===== src/rtl/fifo_reader_pkg.sv =====
// Shared definitions for the FIFO-to-AXI-Stream reader: FSM encodings,
// output buffer depth and the default frame-length width.
package fifo_reader_pkg;

  typedef enum logic [1:0] {
    ST_IDLE = 2'd0,
    ST_RUN  = 2'd1,
    ST_DONE = 2'd2
  } state_t;

  localparam int SKID_DEPTH = 2;
  localparam int LEN_W_DEF  = 16;

endpackage


===== src/rtl/axis_skid2.sv =====
// Two-entry in-order output buffer. Entry 0 is always the head.
// A push and a pop in the same cycle are legal at any occupancy,
// including when full, so the stream can run at one beat per clock.
module axis_skid2
  import fifo_reader_pkg::*;
#(
  parameter int WIDTH = 32
) (
  input  logic             clk,
  input  logic             rst_n,
  input  logic             push,
  input  logic [WIDTH-1:0] push_data,
  input  logic             pop,
  output logic [WIDTH-1:0] head_data,
  output logic [1:0]       occ
);

  logic [WIDTH-1:0] ent0;
  logic [WIDTH-1:0] ent1;
  logic             do_pop;
  logic             do_push;

  // A pop needs data present; a push into a full buffer needs a concurrent pop.
  assign do_pop    = pop && (occ != 2'd0);
  assign do_push   = push && ((occ < 2'(SKID_DEPTH)) || do_pop);
  assign head_data = ent0;

  // Entry storage and occupancy; shift entry 1 forward on every pop.
  always_ff @(posedge clk or negedge rst_n) begin
    if (!rst_n) begin
      ent0 <= '0;
      ent1 <= '0;
      occ  <= 2'd0;
    end else begin
      case ({do_push, do_pop})
        2'b10: begin
          if (occ == 2'd0) ent0 <= push_data;
          else             ent1 <= push_data;
          occ <= occ + 2'd1;
        end
        2'b01: begin
          ent0 <= ent1;
          occ  <= occ - 2'd1;
        end
        2'b11: begin
          if (occ == 2'd1) begin
            ent0 <= push_data;
          end else begin
            ent0 <= ent1;
            ent1 <= push_data;
          end
        end
        default: ;
      endcase
    end
  end

endmodule


===== src/rtl/fifo_axis_reader.sv =====
// Drains the read side of the synchronous FIFO into a framed AXI-Stream
// master. The FIFO's registered read latency is hidden by a 2-entry buffer;
// reads are only issued when the buffer is guaranteed room on arrival, and
// never beyond the frame length, so leftover FIFO data stays for the next frame.
// Optional build macro: FIFO_READER_STATS_EN adds stall_cnt / starve_cnt.
//
// state   | meaning
// --------+------------------------------------------------------------
// IDLE    | waiting for start; counters hold
// RUN     | issuing reads and streaming beats until the tlast handshake
// DONE    | one-cycle frame_done pulse, then back to IDLE
module fifo_axis_reader
  import fifo_reader_pkg::*;
#(
  parameter int WIDTH = 32,
  parameter int LEN_W = LEN_W_DEF
) (
  input  logic             clk,
  input  logic             rst_n,
  input  logic             start,
  input  logic [LEN_W-1:0] cfg_len,
  output logic             busy,
  output logic             frame_done,
  output logic             fifo_rd_en,
  input  logic [WIDTH-1:0] fifo_dout,
  input  logic             fifo_empty,
  output logic             m_tvalid,
  output logic [WIDTH-1:0] m_tdata,
  output logic             m_tlast,
  input  logic             m_tready
`ifdef FIFO_READER_STATS_EN
  ,
  output logic [31:0]      stall_cnt,
  output logic [31:0]      starve_cnt
`endif
);

  state_t           state_q;
  state_t           state_d;
  logic [LEN_W-1:0] len_q;
  logic [LEN_W-1:0] issued_cnt;
  logic [LEN_W-1:0] sent_cnt;
  logic             inflight;
  logic [1:0]       occ;
  logic [WIDTH-1:0] head_data;
  logic             pop;
  logic             start_acc;
  logic [2:0]       level;

  axis_skid2 #(.WIDTH(WIDTH)) u_skid (
    .clk       (clk),
    .rst_n     (rst_n),
    .push      (inflight),
    .push_data (fifo_dout),
    .pop       (pop),
    .head_data (head_data),
    .occ       (occ)
  );

  assign m_tvalid  = (occ != 2'd0);
  assign m_tdata   = head_data;
  assign m_tlast   = m_tvalid && (state_q == ST_RUN) && (sent_cnt == len_q - LEN_W'(1));
  assign pop       = m_tvalid && m_tready;
  assign start_acc = (state_q == ST_IDLE) && start;
  // Entries the buffer will hold next cycle, counting the read already in flight.
  assign level     = {1'b0, occ} + {2'b00, inflight} - {2'b00, pop};

  // Next-state, status outputs and read-issue decision.
  always_comb begin
    state_d    = state_q;
    busy       = (state_q == ST_RUN);
    frame_done = (state_q == ST_DONE);
    fifo_rd_en = (state_q == ST_RUN) && !fifo_empty &&
                 (issued_cnt < len_q) && (level < 3'(SKID_DEPTH));
    case (state_q)
      ST_IDLE: if (start) state_d = ST_RUN;
      ST_RUN:  if (pop && m_tlast) state_d = ST_DONE;
      ST_DONE: state_d = ST_IDLE;
      default: state_d = ST_IDLE;
    endcase
  end

  // State register.
  always_ff @(posedge clk or negedge rst_n) begin
    if (!rst_n) state_q <= ST_IDLE;
    else        state_q <= state_d;
  end

  // Frame length latch, read/beat counters and the in-flight read marker.
  always_ff @(posedge clk or negedge rst_n) begin
    if (!rst_n) begin
      len_q      <= '0;
      issued_cnt <= '0;
      sent_cnt   <= '0;
      inflight   <= 1'b0;
    end else begin
      inflight <= fifo_rd_en;
      if (start_acc) begin
        len_q      <= (cfg_len == '0) ? LEN_W'(1) : cfg_len;
        issued_cnt <= '0;
        sent_cnt   <= '0;
      end else if (state_q == ST_RUN) begin
        if (fifo_rd_en) issued_cnt <= issued_cnt + LEN_W'(1);
        if (pop)        sent_cnt   <= sent_cnt + LEN_W'(1);
      end
    end
  end

`ifdef FIFO_READER_STATS_EN
  // Saturating stall/starvation counters, cleared on each accepted start.
  always_ff @(posedge clk or negedge rst_n) begin
    if (!rst_n) begin
      stall_cnt  <= '0;
      starve_cnt <= '0;
    end else if (start_acc) begin
      stall_cnt  <= '0;
      starve_cnt <= '0;
    end else begin
      if (m_tvalid && !m_tready && (stall_cnt != '1))
        stall_cnt <= stall_cnt + 32'd1;
      if ((state_q == ST_RUN) && (occ == 2'd0) && fifo_empty && (starve_cnt != '1))
        starve_cnt <= starve_cnt + 32'd1;
    end
  end
`endif

endmodule


===== config.mk =====
export PLATFORM = sky130hd
export DESIGN_NAME = fifo_axis_reader
export DESIGN_NICKNAME = d
export VERILOG_FILES = /design/src/rtl/fifo_reader_pkg.sv /design/src/rtl/axis_skid2.sv /design/src/rtl/fifo_axis_reader.sv
export SDC_FILE = /design/constraint.sdc
export NUM_CORES = 1
export LEC_CHECK = 0
export ABC_AREA = 0
export BUFFER_PORTS_ARGS = -buffer_cell sky130_fd_sc_hd__buf_2
export CAP_MARGIN = 30
export CORE_ASPECT_RATIO = 1.5
export CORE_MARGIN = 2
export CORE_UTILIZATION = 63
export CTS_BUF_LIST = sky130_fd_sc_hd__clkbuf_8
export DETAILED_ROUTE_END_ITERATION = 8
export PLACE_DENSITY = 0.87
export SYNTH_ARGS = -nofsm -noshare
export SYNTH_HDL_FRONTEND = slang
export SYNTH_SLANG_ARGS = --single-unit

===== constraint.sdc =====
create_clock -name clk -period 9.3 [get_ports clk]
set_clock_uncertainty 0.1 [all_clocks]
set_input_delay 1.86 -clock clk [delete_from_list [all_inputs] [get_ports clk]]
set_output_delay 1.86 -clock clk [all_outputs]
set_load 0.02 [all_outputs]

==> impl_results.md, run 1 <==
- Post-layout util: between 70 and 80%
- Dpl ws: between 2000 and 3000 ps
- Detailed Place HPWL: 10300 um
- Setup slack after layout: 2440 ps
- Cts repair resizes: 0
- Antenna violations before repair: 0
- CP Capture Type: output port
- Finished Layout Cells: a little over 800
- Wire per inst: 18.6 um
- Most used DFF post-synth: dfrtp_1
- Syn Nets: 674
- Synth Cell Area: about 0.006 sq mm
- Slew margin rel.: 48.0%
- Number of diodes: 0
- Delay-heaviest family, CP: buffers and inverters
- Arrival time at the worst endpoint: 4900 ps
- Share of layout cells above drive strength 1: 24.3%
- Vias in the first global route: 5423
- Syn Inst Count: 596
- Status: finished clean
- Total power: 1.98 mW
- Commonest cells after routing, fill and taps aside: dfrtp_1 (117), buf_2 (88), nor2_1 (56)
- DIE WIDTH: 83.7 um
- Post-synth EDFFs: 0
- Flop-to-flop setup slack: 4900 ps
- WP buf/inv: 4
- Largest net degree at the start of global routing: between 70 and 80
- Final setup viols: 0
- Via count: 5078
- Netlist cell types: 48
- Final nets: 760
- Die H: 124 um
- I/O pins: 90
- Commonest non-fill, non-tap cell in the layout: dfrtp_1
- DRT Pass-1 Iters: 4
- Seq/Total Area, Yosys: between 40% and 50%
- Die area: slightly above 0.01 sq mm
- Routed vias/inst: roughly 6.3
- Fin. Hold Viols: 0
- Setup TNS: 0 ps
- Area growth syn-to-layout: 16.5%
- DR iter-0 viols: between 300 and 400
- DP Cell Count: 774
- Share of synthesized registers carrying an async set or reset: 100%
- Row count: 43
- Slowest cell delay on critical path: 400 ps
- PortBufs: 89
- Core Footprint: 0.00925 sq mm
- Routed Antenna Nets: 0
- Cts hold-fix bufs: 0
- Grt total ovfl: 0
- First-pass GRT wire length: ~25000 um
- Clk root buf: clkbuf_8
- Tightest Pin Transition: ~760 ps
- PwrDens: 284 mW/mm^2
- Sinks on Clock Net: 117
- DRC viols: 0
- GRT Overall Usage: a little under a third
- Fmax: 0.146 GHz
- Peak supply drop: 0.214 mV
- Slowest cell on the critical path: a21o_1
- Final wirelength: 15000 um
- Worst EP required: roughly 7300 ps
- CTS tree: done
- Crit path launch type: input port
- Initial core utilization: 64.9%
- Leakage: 3.22 nW
- H-Tree Depth: 4
- Max-Cap Viols: 0
- Post-synthesis register bit count: approximately 120
- CTS buffer count: 17
- RSZ-0062 raised after global routing: false
- Crit Path Max Fanout: 24
- Hold Crit Class: register to register
- Clock Path Buffers: 2
- Tcrit/Tclk final: roughly three quarters
- Critical path type: input port to output port
- Worst skew pair latency: 440 ps
- Fin. max-slew vios: 0
- GP Congestion: 1.00
- Reg clk slew, reported paths: 70 ps
- Critical-path cell list: buf_2 -> nand2_1 -> inv_1 -> ha_1 -> nand2b_1 -> fa_1 -> xnor2_1 -> nand2_1 -> nor4_1 -> o211ai_1 -> a21o_1 -> inv_1 -> buf_2
- Syn_area_per_cell: slightly above 10 sq um
- Postcts setup bufs: 0
- Syn. warnings: 0
- Final min period: 6860 ps
## path summary, 6_finish.rpt
path / startpoint / end / cells past startpoint
min in group asynchronous: rst_n / u_skid.ent1[27] / 1
hold reg to reg: u_skid.ent1[7] / u_skid.ent1[7] / 1
hold / removal: u_skid.ent1[7] / u_skid.ent1[7] / 1
max in group asynchronous: rst_n / u_skid.ent1[8] / 3
setup reg to reg: u_skid.occ[1] / issued_cnt[6] / 15
setup / recovery: m_tready / fifo_rd_en / 13
## report_power, final
| group | switching, mW | leakage, nW | internal [mW] |
|---|---|---|---|
| combinational | 0.418 | 1.64 | 0.287 |
| sequential | 0.123 | 1.38 | 0.682 |
| clock | 0.229 | 0.200 | 0.244 |
| total | 0.771 | 3.22 | 1.21 |
## through the flow
step                area (sq um)  hold WS, ps
floorplan                   6010          373
global placement            6540          389
detailed placement          6570          396
CTS                         6970          413
global route                7000          423
finish                      7000          413
## state kept, by name, summed over array words and instances, names as in the netlist
| register | flops |
|---|---|
| inflight | 1 |
| state_q | 2 |
| u_skid.occ | 2 |
| sent_cnt | 16 |
| u_skid.ent1 | 32 |
| u_skid.head_data | 32 |
| len_q | 16 |
| issued_cnt | 16 |
## Yosys cell counts (all sizes together), types with 2 or more instances
cell | n | share of area (%)
ha | 24 | 5.0
nand4 | 9 | 0.94
nand2 | 39 | 2.4
a21o | 6 | 0.75
a21oi | 52 | 4.3
a31oi | 2 | 0.21
o31a | 2 | 0.29
and2 | 3 | 0.31
or4 | 10 | 1.3
nor2 | 57 | 3.6
xnor2 | 25 | 3.6
o21ai | 28 | 2.4
nor2b | 3 | 0.31
mux2 | 32 | 6.0
or3 | 8 | 0.92
nand3 | 14 | 1.2
clkbuf | 23 | 1.4
o31ai | 11 | 1.4
dfrtp | 117 | 49
o211ai | 3 | 0.37
inv | 30 | 1.9
a22oi | 32 | 4.0
and4 | 3 | 0.44
a2111oi | 3 | 0.44
o2111ai | 2 | 0.29
nor3 | 7 | 0.58
nor4 | 9 | 1.4
buf | 6 | 0.40
and3 | 3 | 0.31
nand2b | 6 | 0.62
or4b | 2 | 0.33
xor2 | 15 | 2.2
## worst reg2reg max path: cells and delay by family, from the launching register on
family	cells	cell delay (ps)
simple gates	5	1380
fa+ha+maj	3	980
compound gates	3	750
flops	1	460
buf+inv	3	460
xor+xnor	1	210
## kinds of logic after synthesis
group,Yosys count,synth area share [%]
and+or+nand+nor,176,15.1
AOI/OAI and AO/OA,146,15.2
DFF,117,48.7
buffers and inverters,59,3.71
xor gates and xnor gates,40,5.83
muxes,33,6.16
adders and majority gates,25,5.33
## metal layers
layer / GRT usage [%] / vias to the layer above / share of wire [%]
met5: 0 / - / 0
li1: - / 2309 / -
met1: 33.0 / 2467 / 36
met4: 21.5 / 0 / 6.0
met3: 8.02 / 79 / 5.8
met2: 54.5 / 223 / 52
## layout make-up
type	instances	area (sq um)
clock buffer	17	234
clock inverter	15	170
fill	613	2260
inverter	30	113
multi-input combinational	420	2870
sequential	117	2930
tap	112	140
timing repair buffer	96	541
Power figures use the tool's default switching activity.
==> run 2, diff against run 1 <==
Settings changed: ABC_AREA 0 to 1, CORE_UTILIZATION 63 to 55, PLACE_DENSITY 0.87 to 0.8.
Clock period 9.3 ns to 6.2 ns, I/O delays scaled along.
==> run 2 against run 1 <==
Non-clock buffer count unchanged. Final cell count increased by 39%. Via count increased by 18%. Sequential cell count unchanged. Critical path type is now register to output port. Critical endpoint unchanged. Largest cell class is now multi-input combinational cells. Largest power group is now combinational cells.
==> impl_results.md, run 2 <==
- Final min period: around 4700 ps
- CTS tree: done
- Max-Cap Viols: 0 (unchanged)
- Finished Layout Cells: 1120 (+39%)
- Worst skew pair latency: 440 ps (about the same)
- Placed Instance Area: 0.00747 sq mm (+14%)
- Final setup viols: 0 (unchanged)
- Final nets: 1030 (+36%)
- Wire per inst: 15.1 um (-19%)
- Die H: 141 um (+14%)
- Reg clk slew, reported paths: 70 ps (about the same)
- Worst Hold Path EP: u_skid.ent1[10]
- Final Cell Area: 0.00786 sq mm (+12%)
- Sequential Area: 0.00293 sq mm (unchanged)
- Peak supply drop: 0.320 mV (+50%)
- Adder-Cell Fraction of Synth Area: 4.64% (-0.70 points)
- R2R cell count: 15 (unchanged)
- Most common cell in the netlist: nand2_1
- Top post-synthesis cells by area: dfrtp_1 (42%), nand2_1 (11%), inv_1 (7.0%)
- Post-synth EDFFs: 0 (unchanged)
- Hold Crit Class: register to register
- Largest family of logic cells by synthesized area: simple AND/OR/NAND/NOR gates
- Simple-gate portion of the synthesized area: 23.4% (+8.4 points)
- CP Capture Type: output port
- H-Tree Depth: 4 (unchanged)
- Minimum hold slack: 392 ps (-21.3 ps)
- Post-layout util: 63.4% (-12 points)
- Leakage: 4.04 nW (+25%)
- Setup slack after layout: 1510 ps (-937 ps)
- First-pass GRT wire length: 27400 um (+8.8%)
- Total length of routed met3 wires: 909 um (+3.9%)
- Dpl ws: 1580 ps (-945 ps)
- Die area: 0.0135 sq mm (+30%)
- Worst EP required: 4860 ps (-2480 ps)
- Synth Cell Area: 0.00691 sq mm (+15%)
- Flop-to-flop setup slack: 2890 ps (-2010 ps)
- DP Cell Count: 1089 (+41%)
- Clock Path Buffers: 2 (unchanged)
- PwrDens: 428 mW/mm^2 (+51%)
- Routed Antenna Nets: 0 (unchanged)
- DRT Pass-1 Iters: 5 (+1)
- Row count: 50 (+16%)
- Fin. Hold Viols: 0 (unchanged)
- Vias in the first global route: 5817 (+7.3%)
- Tcrit/Tclk final: around three quarters
- Routed vias/inst: 5.37 (-15%)
- Commonest non-fill, non-tap cell in the layout: nand2_1
- Tightest Pin Transition: 856 ps (+95.8 ps)
- XOR/XNOR Fraction of Synth Area: 4.26% (-1.6 points)
- DRC viols: 0 (unchanged)
- Most used DFF post-synth: dfrtp_1
- Grt total ovfl: 0 (unchanged)
- Total power: 3.37 mW (+70%)
- Top cell type's share of synthesized area: 42.4% (-6.4 points)
- I/O pins: 90 (unchanged)
- Number of diodes: 0 (unchanged)
- PortBufs: 89 (unchanged)
- Syn_area_per_cell: 8.00 sq um (-21%)
- Critical-path cell list: inv_1 -> ha_1 -> clkinv_2 -> nand2_4 -> inv_2 -> ha_1 -> inv_1 -> nand2_1 -> fa_1 -> inv_1 -> nor2_1 -> nand4_4 -> inv_1 -> buf_2
- Crit path launch type: register
- Initial core utilization: 55.8% (-9.1 points)
- Post-synthesis register bit count: 117 (unchanged)
- Setup TNS: 0 ps (unchanged)
- Commonest cells after routing, fill and taps aside: nand2_1 (201), inv_1 (129), dfrtp_1 (117)
- Status: finished clean
- Cts repair resizes: 0 (unchanged)
- Syn. warnings: 0 (unchanged)
- Final wirelength: 16900 um (+13%)
- Via count: 6014 (+18%)
- Multi-input logic area: 0.00334 sq mm (+16%)
- Fill count: 1084 (+77%)
- Critical Path Start: u_skid.occ[1]
- Slowest cell on the critical path: fa_1
- Share of synthesized registers carrying an async set or reset: 100% (unchanged)
- DR iter-0 viols: 381 (+6.7%)
- Seq/Total Area, Yosys: 42.4% (-6.4 points)
- Fin. max-slew vios: 0 (unchanged)
- Synth area leader: dfrtp_1
- Largest net degree at the start of global routing: 70 (-9.1%)
- Crit Path Max Fanout: 18 (-25%)
- RSZ-0062 raised after global routing: false
- Netlist cell types: 44 (-8.3%)
- Syn Nets: 942 (+40%)
- Antenna violations before repair: 0 (unchanged)
- Compound-Gate Fraction of Synth Area: 10.2% (-5.0 points)
- Critical path type: register to output port
- Mux cell area share after synthesis: 5.76% (-0.41 points)
- Crit-path most repeated cell: inv_1
- CTS buffer count: 17 (unchanged)
- Cts hold-fix bufs: 0 (unchanged)
- FF-to-FF End: issued_cnt[8]
- GP Congestion: 0.911 (-9.1%)
- Met2 routed WL: 8400 um (+7.0%)
- Core Footprint: 0.0124 sq mm (+34%)
- Met1 wire length: 7080 um (+32%)
- DR top layer: met4
- Area growth syn-to-layout: 13.7%
- Worst hold path startpoint: u_skid.ent1[10]
- GRT Overall Usage: 26.2% (-5.0 points)
- Synth top cells by count: nand2_1 (201), inv_1 (129), dfrtp_1 (117)
- Slowest cell delay on critical path: 490 ps (+90 ps)
- Postcts setup bufs: 0 (unchanged)
- Fmax: 0.213 GHz
- Worst hold path depth: 2 (+1)
- Syn Inst Count: 864 (+45%)
- Sinks on Clock Net: 117 (unchanged)
- RR Startpoint: u_skid.occ[1]
- Arrival time at the worst endpoint: 3350 ps (-1550 ps)
- Share of layout cells above drive strength 1: 18.7% (-5.6 points)
- Slew margin rel.: 42.9% (-5.1 points)
- Clk root buf: clkbuf_8
- DIE WIDTH: 95.5 um (+14%)
- Detailed Place HPWL: 12000 um (+16%)
-- run 2: changes by cell type after synthesis, sizes merged, moves of 13 or more --
cell and delta:
o22ai +32, o21ai +37, nand2 +165, xnor2 -13, a21oi -38, inv +102
nand3 +41, nor2 +28, a22oi -31
-- run 2: power breakdown --
group | internal, mW | switching (mW) | total, mW
Combinational | 0.555 | 0.861 | 1.42
Sequential | 1.03 | 0.216 | 1.25
Clock | 0.358 | 0.345 | 0.702
-- run 2: cells by family (layout without fill, tap and decap cells) --
group,Yosys count,after routing
AOI/OAI and AO/OA,120,120
xor gates and xnor gates,32,32
adders and majority gates,25,25
buffers and inverters,161,261
DFF,117,117
muxes,32,32
and+or+nand+nor,377,377
-- run 2: final cells by class --
| type | instances | share of cell area [%] |
|---|---|---|
| Tap cell | 156 | 2.48 |
| Inverter | 134 | 6.45 |
| Multi-Input combinational cell | 586 | 42.5 |
| Timing Repair Buffer | 96 | 6.37 |
| Clock inverter | 14 | 1.97 |
| Clock buffer | 17 | 2.98 |
| Sequential cell | 117 | 37.3 |
-- run 2: worst max path at each step --
stage | endpoint | slack (ps)
after CTS | fifo_rd_en | 1480
after global placement | fifo_rd_en | 1610
after global routing | fifo_rd_en | 1260
final | fifo_rd_en | 1510
after floorplan | fifo_rd_en | 1830
after detailed placement | fifo_rd_en | 1580
-- run 2: critical path, delay by kind of cell, from the launching register on --
family	cells	cell delay, ps
AND/OR/NAND/NOR	4	670
buffers and inverters	7	790
flip-flops	1	430
adder cells (fa/ha/maj)	3	1010
-- run 2: metal layers --
metal,vias to the layer above,GRT usage (%)
li1,2965,-
met1,2817,32.6
met2,189,43.0
met3,43,6.69
met4,0,11.2
met5,-,0
==> run 3, diff against run 2 <==
Clock period 6.2 ns to 3.8 ns, I/O delays scaled along.
==> run 3 against run 2 <==
Combinational power up 67%. Sequential power up 63%. Final cell count up 0.36%. Via count down 0.35%. Power up 65%. Clock-buffer cell count unchanged. Critical path depth unchanged. Setup slack worse by 1300 ps. Sequential cell count unchanged. Hold slack worse by 170 ps. Clock power up 61%. Critical path type unchanged. Highest routed layer unchanged.
==> impl_results.md, run 3 (synthesis gave the netlist of run 2 again) <==
- Status: finished clean
- First-pass GRT wire length: 27900 um (+1.8%)
- DRC viols: 0 (unchanged)
- Setup TNS: 0 ps (unchanged)
- Die H: 141 um (unchanged)
- Fmax: around 0.28 GHz
- Sequential Area: 0.00293 sq mm (unchanged)
- DRT Pass-1 Iters: 5 (unchanged)
- I/O pins: 90 (unchanged)
- PwrDens: 700 mW/mm^2 (+63%)
- Fill count: 1093 (+0.83%)
- DIE WIDTH: 95.5 um (unchanged)
- Max-Cap Viols: 0 (unchanged)
- Clk root buf: clkbuf_8
- Arrival time at the worst endpoint: 2740 ps (-610 ps)
- Share of layout cells above drive strength 1: 19.4% (+0.75 points)
- Number of diodes: 0 (unchanged)
- Hold Crit Class: input port to async pin
- Vias in the first global route: 5895 (+1.3%)
- Final min period: 3600 ps
- Setup slack after layout: 198 ps (-1310 ps)
- Commonest cells after routing, fill and taps aside: nand2_1 (201), inv_1 (127), dfrtp_1 (117)
- Final Cell Area: 0.00792 sq mm (+0.78%)
- H-Tree Depth: 4 (unchanged)
- Dpl ws: 234 ps (-1340 ps)
- Reg clk slew, reported paths: 80 ps (about the same)
- Worst skew pair latency: 430 ps (about the same)
- Fin. Hold Viols: 0 (unchanged)
- GRT Overall Usage: 26.6% (+0.44 points)
- Top Usage Layer GRT: met2
- Routed Antenna Nets: 0 (unchanged)
- PortBufs: 89 (unchanged)
- Worst EP required: 2940 ps (-1920 ps)
- Initial core utilization: 55.8% (unchanged)
- CTS tree: done
- Routed vias/inst: 5.33 (-0.70%)
- DR iter-0 viols: 300 (-21%)
- Clock Path Buffers: 2 (unchanged)
- Critical path type: register to output port
- Fin. max-slew vios: 0 (unchanged)
- Cts hold-fix bufs: 0 (unchanged)
- Post-layout util: 63.9% (+0.50 points)
- Wire per inst: 15.0 um (-0.46%)
- Final wirelength: 16900 um (-0.10%)
- Peak supply drop: 0.488 mV (+53%)
- Final setup viols: 0 (unchanged)
- CP Capture Type: output port
- Leakage: 4.08 nW (+0.85%)
- Area growth syn-to-layout: 14.6%
- GP Congestion: 0.981 (+7.7%)
- Tightest Pin Transition: 630 ps (-226 ps)
- Grt total ovfl: 0 (unchanged)
- Final nets: 1034 (+0.39%)
- M2 GR Usage: 46.0% (+3.0 points)
- Antenna violations before repair: 0 (unchanged)
- GRT met3 Usage: 6.00% (-0.69 points)
- Die area: 0.0135 sq mm (unchanged)
- Row count: 50 (unchanged)
- GRT met1 Usage: 31.7% (-0.88 points)
- Crit Path Max Fanout: 7 (-11)
- CTS buffer count: 17 (unchanged)
- Sinks on Clock Net: 117 (unchanged)
- Multi-input logic area: 0.00335 sq mm (+0.45%)
- Slew margin rel.: 58.0% (+15 points)
- RSZ-0062 raised after global routing: false
- Tcrit/Tclk final: between 90% and 100%
- Placed Instance Area: 0.00749 sq mm (+0.27%)
- Crit path launch type: register
- Via count: 5993 (-0.35%)
- Largest net degree at the start of global routing: 69 (-1.4%)
- Commonest non-fill, non-tap cell in the layout: nand2_1
- Detailed Place HPWL: 12300 um (+2.6%)
- Core Footprint: 0.0124 sq mm (unchanged)
-- run 3: final timing paths --
path / endpoint / cells after the start / from / slack [ps]
setup / recovery: fifo_rd_en / 14 / u_skid.occ[0] / 200
hold / removal: u_skid.head_data[24] / 1 / rst_n / 220
setup reg to reg: issued_cnt[6] / 16 / u_skid.occ[0] / 880
hold reg to reg: u_skid.ent1[11] / 2 / u_skid.ent1[11] / 390
max in group asynchronous: len_q[7] / 2 / rst_n / 2570
min in group clk: u_skid.ent1[11] / 2 / u_skid.ent1[11] / 390
-- run 3: report_power, final --
part           switching (mW)  internal (mW)
combinational            1.43          0.948
clock                   0.545          0.585
sequential              0.351           1.69
-- run 3: per-stage QoR --
step	instances	hold slack, ps	total power, mW
final	1124	224	5.54
after global routing	1124	264	5.95
after CTS	1123	243	5.53
after detailed placement	1090	377	4.37
after global placement	1090	366	4.29
after floorplan	864	353	3.71
-- run 3: final cells by class --
type / count / area share [%]
repair buffers: 100 / 6.89
flip-flops and latches: 117 / 37.0
multi-input cells: 586 / 42.3
inverters: 134 / 6.42
clock inverters: 14 / 1.96
well taps: 156 / 2.47
clock buffers: 17 / 2.96
-- run 3: critical path, cell delays in order (launching register included) --
cell and delay, ps:
dfrtp_1 400, inv_2 70, ha_4 180, inv_4 80
nand2_4 50, inv_2 140, ha_1 260, inv_1 50
nand2_1 60, fa_1 390, xor2_1 160, nor2_2 130
nand4_4 110, inv_1 90, buf_4 140
-- run 3: metal layers --
metal	vias to the layer above	wire (um)
met4	0	523
met5	-	0
met2	160	8760
met1	2815	6840
met3	41	767
li1	2977	-
-- run 3: timing repair --
action                     4_1_cts  5_1_grt
resized for setup                3        4
pin swaps                        2        1
buffers inserted                 2        1
setup endpoints to repair        1        1
hold endpoints to repair         0        0
